$ cat config.mk
export PLATFORM = sky130hd
export DESIGN_NAME = if_id_queue
export DESIGN_NICKNAME = d
export VERILOG_FILES = /design/src/rtl/if_id_queue_pkg.sv /design/src/rtl/if_id_queue_storage.sv /design/src/rtl/if_id_queue.sv
export VERILOG_INCLUDE_DIRS = /design/src /design/src/rtl
export SDC_FILE = /design/constraint.sdc
export NUM_CORES = 1
export LEC_CHECK = 0
export BUFFER_PORTS_ARGS = -buffer_cell sky130_fd_sc_hd__buf_2
export CORE_MARGIN = 2
export CORE_UTILIZATION = 55
export CTS_BUF_LIST = sky130_fd_sc_hd__clkbuf_2 sky130_fd_sc_hd__clkbuf_4 sky130_fd_sc_hd__clkbuf_8
export DETAILED_ROUTE_END_ITERATION = 12
export PLACE_DENSITY = 0.87
export SETUP_SLACK_MARGIN = 0.02
export SLEW_MARGIN = 25
export SYNTH_ARGS = -nofsm -noshare
export SYNTH_HDL_FRONTEND = slang
export SYNTH_HIERARCHICAL = 1
export SYNTH_SLANG_ARGS = --single-unit
$ cat constraint.sdc
create_clock -name clk -period 7.53 [get_ports clk]
set_clock_uncertainty 0.05 [all_clocks]
set_input_delay 2.259 -clock clk [delete_from_list [all_inputs] [get_ports clk]]
set_output_delay 2.259 -clock clk [all_outputs]
set_load 0.005 [all_outputs]
$ cat src/rtl/if_id_defs.sv
// Shared datapath widths and the canonical NOP encoding for the fetch/decode boundary.
`ifndef IF_ID_DEFS_SV
`define IF_ID_DEFS_SV
`define WORD      32
`define INSTR_LEN 32
`define NOP_INSTR 32'h00000013
`endif

$ cat src/rtl/if_id_queue_pkg.sv
// Types shared by the IF/ID queue and its storage array.
`include "if_id_defs.sv"

package if_id_queue_pkg;
    typedef struct packed {
        logic [`INSTR_LEN-1:0] instr;
        logic [`WORD-1:0]      pc;
    } entry_t;

    localparam entry_t NOP_ENTRY = '{instr: `NOP_INSTR, pc: '0};
endpackage

$ cat src/rtl/if_id_queue_storage.sv
// if_id_storage: DEPTH-entry register file, one synchronous write port and one
// asynchronous read port.
`include "if_id_defs.sv"

module if_id_storage
    import if_id_queue_pkg::*;
#(
    parameter int DEPTH = 2
) (
    input  logic                     clk,
    input  logic                     we,
    input  logic [$clog2(DEPTH)-1:0] waddr,
    input  entry_t                   wdata,
    input  logic [$clog2(DEPTH)-1:0] raddr,
    output entry_t                   rdata
);
    entry_t mem_q [DEPTH];

    always_ff @(posedge clk) begin
        if (we) mem_q[waddr] <= wdata;
    end

    assign rdata = mem_q[raddr];
endmodule

$ cat src/rtl/if_id_queue.sv
// IF/ID decoupling queue: DEPTH-entry FIFO between fetch and decode with branch flush.
// Define IF_ID_PERF_CNT_EN to add the 16-bit saturating stall_cnt output.
`include "if_id_defs.sv"

module if_id_queue
    import if_id_queue_pkg::*;
#(
    parameter int DEPTH = 2
) (
    input  logic                  clk,
    input  logic                  reset,
    input  logic                  in_valid,
    input  logic [`INSTR_LEN-1:0] in_instr,
    input  logic [`WORD-1:0]      in_pc,
    output logic                  in_ready,
    input  logic                  flush,
    output logic                  out_valid,
    output logic [`INSTR_LEN-1:0] out_instr,
    output logic [`WORD-1:0]      out_pc,
    input  logic                  out_ready
`ifdef IF_ID_PERF_CNT_EN
    ,
    output logic [15:0]           stall_cnt
`endif
);
    localparam int PW = $clog2(DEPTH);
    localparam int CW = PW + 1;

    logic [PW-1:0] head_q, head_d, tail_q, tail_d;
    logic [CW-1:0] count_q, count_d;
    logic          push, pop;
    entry_t        head_entry;

    // Handshakes derive only from registered count, so in_ready never sees out_ready.
    assign in_ready  = (count_q < CW'(DEPTH));
    assign out_valid = (count_q != '0);
    assign push      = in_valid && in_ready && !flush;
    assign pop       = out_valid && out_ready && !flush;

    always_comb begin
        head_d  = head_q;
        tail_d  = tail_q;
        count_d = count_q;
        if (flush) begin
            head_d  = '0;
            tail_d  = '0;
            count_d = '0;
        end else begin
            if (push) tail_d = tail_q + PW'(1);
            if (pop)  head_d = head_q + PW'(1);
            case ({push, pop})
                2'b10:   count_d = count_q + CW'(1);
                2'b01:   count_d = count_q - CW'(1);
                default: count_d = count_q;
            endcase
        end
    end

    always_ff @(posedge clk) begin
        if (reset) begin
            head_q  <= '0;
            tail_q  <= '0;
            count_q <= '0;
        end else begin
            head_q  <= head_d;
            tail_q  <= tail_d;
            count_q <= count_d;
        end
    end

    if_id_storage #(.DEPTH(DEPTH)) u_storage (
        .clk   (clk),
        .we    (push),
        .waddr (tail_q),
        .wdata ('{instr: in_instr, pc: in_pc}),
        .raddr (head_q),
        .rdata (head_entry)
    );

    assign out_instr = out_valid ? head_entry.instr : NOP_ENTRY.instr;
    assign out_pc    = out_valid ? head_entry.pc    : NOP_ENTRY.pc;

`ifdef IF_ID_PERF_CNT_EN
    logic [15:0] stall_cnt_q;

    always_ff @(posedge clk) begin
        if (reset)
            stall_cnt_q <= '0;
        else if (in_valid && !in_ready && stall_cnt_q != 16'hFFFF)
            stall_cnt_q <= stall_cnt_q + 16'd1;
    end

    assign stall_cnt = stall_cnt_q;
`endif
endmodule

==> results.toml, run 1 <==
[die]
fp-row-count = 36
fp.dieW_um = 105
start_util = 0.567
die_h_um = 105
coreArea_mm2 = 0.00982
ioPinCount = 135
dieArea_mm2 = 0.0109

[clock_network]
cts_root_buf = "clkbuf_8"
clk_pin_slew_ns = 0.07
holdBufCountCts = 0
clock_sinks = 132
cts_max_level = 4
clkLatencyLatePin_ns = 0.41
cts_resized = 0
cts_buffers = 17
post_cts_buffers = 0
cts_tree = "yes"
cts_buffer_depth = 2

[setup_path]
reg2reg_from = "count_q[1]$_SDFFE_PP0P_"
worstPathArrival_ns = 2.43
path_cells = "buf_4 -> mux2_2 -> and2_1 -> buf_2"
path_class = "register to output pin"
critPathSlowestCell = "buf_4"
r2r_end = "u_storage/mem_q[1][38]$_DFFE_PP_"
critPathLaunchType = "register"
required_ns = 5.22
path_max_fanout = 45
rrSetupSlack_ns = 5.27
rr_worst_depth = 5
critical-path-max-stage-delay_ns = 0.70
end_kind = "output pin"

[hold_path]
min_from = "count_q[1]$_SDFFE_PP0P_"
holdPathEnd = "count_q[1]$_SDFFE_PP0P_"
hold_depth = 2
hold_path_class = "register to register"

[place]
portBuffers = 134
finalWeightedCongestion = 0.798
placed_cells = 552
dp_hpwl_mm = 6.17

[sta]
maxSlewHeadroom = 0.442
slew_viol_final = 0
hold_violations = 0
final-setup-viol-count = 0
period_minus_slack_ns = 4.74
rsz0062_at_grt = "false"
worst_slew_pin_slew_ns = 0.837
finalCritPeriodShare = 0.629
fin_setup_tns_ns = 0
clock.fmax_mhz = 211

[synthesis]
ys_ff_latch = 132
synth_cell_types = 21
synth_area_per_cell_um2 = 18.9
syn_nets = 364
syn_area_mm2 = 0.00556
synthCells = 294
synth-seq-area-share = 0.705
yosys_warnings = 6

[power_and_ir_drop]
power.density_mw_per_mm2 = 229
ir_drop_v = 0.000158
power.leakage_uw = 0.00273

[job]
cap_violations = 0

[final_layout]
syn2layout_area_growth_pct = 21.3
nFillCells = 689
multiInputGateArea_mm2 = 0.00148
final-seq-area_mm2 = 0.00393
mostFrequentLayoutCell = "buf_2"
fin_cells = 582
nets = 508
antenna_cells = 0
final_cell_mix = "buf_2, edfxtp_1, and2_1, mux2_4, clkbuf_8"
drive_gt1_frac = 0.526

[route]
num_vias = 2897
routedWlPerCell_um = 15.8
vias_per_cell = 4.98
drc = 0
ant_nets = 0
first_pass_iters = 4
drt-total-wl_mm = 9.19
drtIter0Drc = 156

[global_routing]
antenna_found_initial = 0
grt_pass1_wl_mm = 14.3
grt_overflow = 0
grt_start_max_net_pins = 66
grt_pass1_vias = 2883
grtUsageTotal = 0.173

[run_status]
status = "completed"
[stage by stage]
stage / total power [uW] / hold slack, ns / area, um2 / setup WS [ns] / util
after CTS: 1560 / 0.510 / 6740 / 2.73 / 0.687
after global placement: 936 / 0.460 / 6270 / 3.02 / 0.639
after global routing: 1600 / 0.557 / 6750 / 2.68 / 0.687
after floorplan: 902 / 0.440 / 5560 / 1.54 / -
final: 1540 / 0.520 / 6750 / 2.79 / 0.687
after detailed placement: 946 / 0.496 / 6330 / 3.22 / 0.644
[logic make-up (layout without fill, tap and decap cells)]
kind of cell,after synthesis,after routing,synth area share
adder cells (fa/ha/maj),1,1,0.00225
AND/OR/NAND/NOR,74,74,0.0821
flip-flops,132,132,0.705
buffers and inverters,16,171,0.0310
XOR/XNOR,4,4,0.00630
AO/OA/AOI/OAI,3,3,0.00315
multiplexers,64,64,0.170
[synthesized netlist by cell type]
library cell  number  share of area
buf_6              1         0.0020
clkbuf_2           6         0.0054
buf_12             6          0.022
dfxtp_1            4          0.014
xor2_1             2         0.0031
nor2_1             1        0.00067
and2_1            62          0.070
a211oi_1           1         0.0013
mux2_4            60           0.16
clkbuf_1           1        0.00067
nor2b_1            2         0.0022
edfxtp_1         128           0.69
nand2b_1           4         0.0045
inv_1              2         0.0013
xnor2_1            2         0.0031
or3_1              1         0.0011
mux2_2             4         0.0081
ha_1               1         0.0022
o21ai_0            2         0.0018
nor3_1             3         0.0027
or2_1              1         0.0011
[metal layers]
metal,up-vias,GRT usage,share of wire
met5,-,0,0
met4,0,0.0638,0.0056
met3,7,0.0536,0.063
met2,106,0.290,0.52
met1,1415,0.213,0.41
li1,1369,-,-
[flip-flops by register name (all words and copies together) (netlist names)]
register         cells
count_q              2
head_q               1
u_storage/mem_q    128
tail_q               1
[worst max-delay path, delay by kind of cell, from the launching register on]
kind,cells,cell delay (ns)
buffers and inverters,2,0.82
flip-flops,1,0.59
multiplexers,1,0.41
AND/OR/NAND/NOR,1,0.13
[worst max-delay path by stage]
stage | start | endpoint | slack, ns | depth (start not counted)
2_1_floorplan | in_valid | u_storage/mem_q[0][0]$_DFFE_PP_ | 1.54 | 4
3_5_place_dp | head_q$_SDFFE_PP0P_ | out_instr[0] | 3.22 | 4
6_report | head_q$_SDFFE_PP0P_ | out_instr[31] | 2.79 | 4
5_1_grt | head_q$_SDFFE_PP0P_ | out_instr[31] | 2.68 | 4
4_1_cts | head_q$_SDFFE_PP0P_ | out_instr[0] | 2.73 | 4
3_3_place_gp | in_valid | u_storage/mem_q[0][59]$_DFFE_PP_ | 3.02 | 6
[power breakdown]
part	internal [uW]	leakage, uW	switching, uW
clock	358	0.000206	257
combinational	51.8	0.00131	40.4
sequential	830	0.00121	6.68
[final cells by class]
type                            instances  share of cell area
Inverter                                2             0.00111
Clock inverter                         13              0.0273
Timing Repair Buffer                  139               0.111
Clock buffer                           17              0.0347
Multi-Input combinational cell        146               0.219
Tap cell                              133              0.0247
Sequential cell                       132               0.582
No activity file was read; power rests on OpenSTA's default activity.
==> run 2, diff against run 1 <==
--- a/config.mk
+++ b/config.mk
@@ -6,6 +6,7 @@
 export SDC_FILE = /design/constraint.sdc
 export NUM_CORES = 1
 export LEC_CHECK = 0
+export ABC_AREA = 1
 export BUFFER_PORTS_ARGS = -buffer_cell sky130_fd_sc_hd__buf_2
 export CORE_MARGIN = 2
 export CORE_UTILIZATION = 55
==> constraint.sdc (replaced) <==
create_clock -name clk -period 4.42 [get_ports clk]
set_clock_uncertainty 0.05 [all_clocks]
set_input_delay 1.326 -clock clk [delete_from_list [all_inputs] [get_ports clk]]
set_output_delay 1.326 -clock clk [all_outputs]
set_load 0.005 [all_outputs]
==> results.toml, run 2 <==
[run_status]
status = "completed"

[route]
drc = 0
vias_per_cell = 4.77
num_vias = 3774
drt-total-wl_mm = 10.8
route.met2.wl_mm = 5.48
wl_met1_mm = 4.42
drtIter0Drc = 250
first_pass_iters = 4
dr_wl_met3_um = 765
ant_nets = 0
top_layer = "met4"
routedWlPerCell_um = 13.7

[die]
fp-row-count = 36
start_util = 0.565
coreArea_mm2 = 0.00973
ioPinCount = 135
dieArea_mm2 = 0.0108
fp.dieW_um = 104
die_h_um = 104

[setup_path]
rr_worst_depth = 6
required_ns = 3.04
crit_start = "count_q[0]$_SDFFE_PP0P_"
critPathLaunchType = "register"
path_max_fanout = 40
reg2reg_from = "count_q[1]$_SDFFE_PP0P_"
path_class = "register to output pin"
worstPathArrival_ns = 2.12
end_kind = "output pin"

[clock_network]
cts_tree = "yes"
clkLatencyLatePin_ns = 0.42
cts_buffers = 17
cts_max_level = 4
holdBufCountCts = 0
cts_root_buf = "clkbuf_8"
post_cts_buffers = 0
clock_sinks = 132
cts_resized = 0
cts_buffer_depth = 2
clk_pin_slew_ns = 0.07

[synthesis]
yosys_warnings = 6
ys_ff_latch = 132
synth_area_leaders = "edfxtp_1, nand2_1, nor2_1"
synth.top_cell.area_share = 0.700
synth-seq-area-share = 0.714
yosys.area_share.simple = 0.193
synth_top_family_by_area = "simple AND/OR/NAND/NOR gates"
yosysTopAreaCell = "edfxtp_1"
async_flop_share = 0
synthCells = 506
synth_compound_area_frac = 0.00273
syn_area_mm2 = 0.00549
post-synth-top-count-cell = "nand2_1"
yosys.area_share.xor_xnor = 0
synth_area_per_cell_um2 = 10.9
synth_cell_types = 17
synth-edff-count = 128
synth_mux_area_frac = 0
synth-adder-area-share = 0.00228
synthTopCellsByCount = "nand2_1, edfxtp_1, nor2_1"
syn_nets = 576
ys.flop_type = "edfxtp_1"

[global_routing]
grt_overflow = 0
grt_start_max_net_pins = 67
grt_pass1_vias = 3733
grtUsageTotal = 0.207
antenna_found_initial = 0
grt_pass1_wl_mm = 17.2

[sta]
hold_violations = 0
worst_slew_pin_slew_ns = 0.901
final-setup-viol-count = 0
fin_setup_tns_ns = 0
clock.fmax_mhz = 286
maxSlewHeadroom = 0.399
slew_viol_final = 0
rsz0062_at_grt = "false"
worst_slack_ns = 0.927
period_minus_slack_ns = 3.49
finalCritPeriodShare = 0.790

[power_and_ir_drop]
power.leakage_uw = 0.00317
ir_drop_v = 0.000253
power.density_mw_per_mm2 = 412
p_total_uw = 2740

[final_layout]
nets = 715
design_area_mm2 = 0.00665
nFillCells = 740
final_cell_mix = "nand2_1, buf_2, edfxtp_1, nor2_1, inv_1"
largest_reg_flops = 128
antenna_cells = 0
mostFrequentLayoutCell = "nand2_1"
syn2layout_area_growth_pct = 21.1
reg_top3 = "u_storage/mem_q x128, count_q x2"
drive_gt1_frac = 0.266
largest_register = "u_storage/mem_q"

[place]
place_ws_ns = 1.18
dp_hpwl_mm = 6.93
portBuffers = 134
place_area_mm2 = 0.00618
finalWeightedCongestion = 0.743

[job]
cap_violations = 0

[hold_path]
hold_depth = 2
min_from = "tail_q$_SDFFE_PP0P_"
hold_path_class = "register to register"
## run 2: changes by cell type in the layout (fill, tap and decap cells not counted), sizes merged, moves of 2 or more
cell	change
inv	+67
a21oi	+2
nor2	+71
nand2	+201
xor2	-2
nand3	+2
nor3	-3
xnor2	-2
and2	-62
mux2	-64
nor2b	-2
bufinv	+2
or2	+2
nand2b	-4
## run 2: cell families after synthesis
logic type | count (synthesis)
compound gates | 3
fa+ha+maj | 1
buf+inv | 91
flops | 132
simple gates | 279
## run 2: where the power goes
group          internal (uW)  total, uW  switching [uW]
clock network            732       1180             448
logic                   54.6        142            87.2
registers               1410       1420            9.33
total                   2200       2740             544
## run 2: cell type report
type / count / area [um2] / area share
Sequential cell: 132 / 3930 / 0.590
Multi-Input combinational cell: 283 / 1100 / 0.166
Timing Repair Buffer: 140 / 716 / 0.108
Inverter: 71 / 268 / 0.0403
Clock buffer: 18 / 241 / 0.0363
Clock inverter: 14 / 233 / 0.0350
Tap cell: 133 / 166 / 0.0250
## run 2: metrics by stage
| step | hold WS [ns] | cells | utilization |
|---|---|---|---|
| 4_1_cts | 0.500 | 791 | 0.684 |
| 3_3_place_gp | 0.472 | 759 | 0.635 |
| 5_1_grt | 0.567 | 791 | 0.684 |
| 3_5_place_dp | 0.489 | 759 | 0.635 |
| 2_1_floorplan | 0.427 | 506 | - |
| 6_report | 0.501 | 791 | 0.684 |
## run 2: path summary, 6_finish.rpt
kind | slack [ns] | endpoint
worst max-delay path | 0.93 | out_instr[30]
worst min-delay path | 0.50 | tail_q$_SDFFE_PP0P_
worst max register to register | 2.21 | u_storage/mem_q[0][5]$_DFFE_PP_
worst min register to register | 0.50 | tail_q$_SDFFE_PP0P_
## run 2: metal layers
| metal | track usage | up-vias |
|---|---|---|
| li1 | - | 1858 |
| met1 | 0.242 | 1747 |
| met2 | 0.350 | 151 |
| met3 | 0.0683 | 18 |
| met4 | 0.0878 | 0 |
| met5 | 0 | - |
## run 2: critical path: stages, from the launching register on
cell and delay, ns:
dfxtp_1 0.39, nor2_4 0.53, buf_4 0.48, nor2_1 0.11
buf_2 0.15
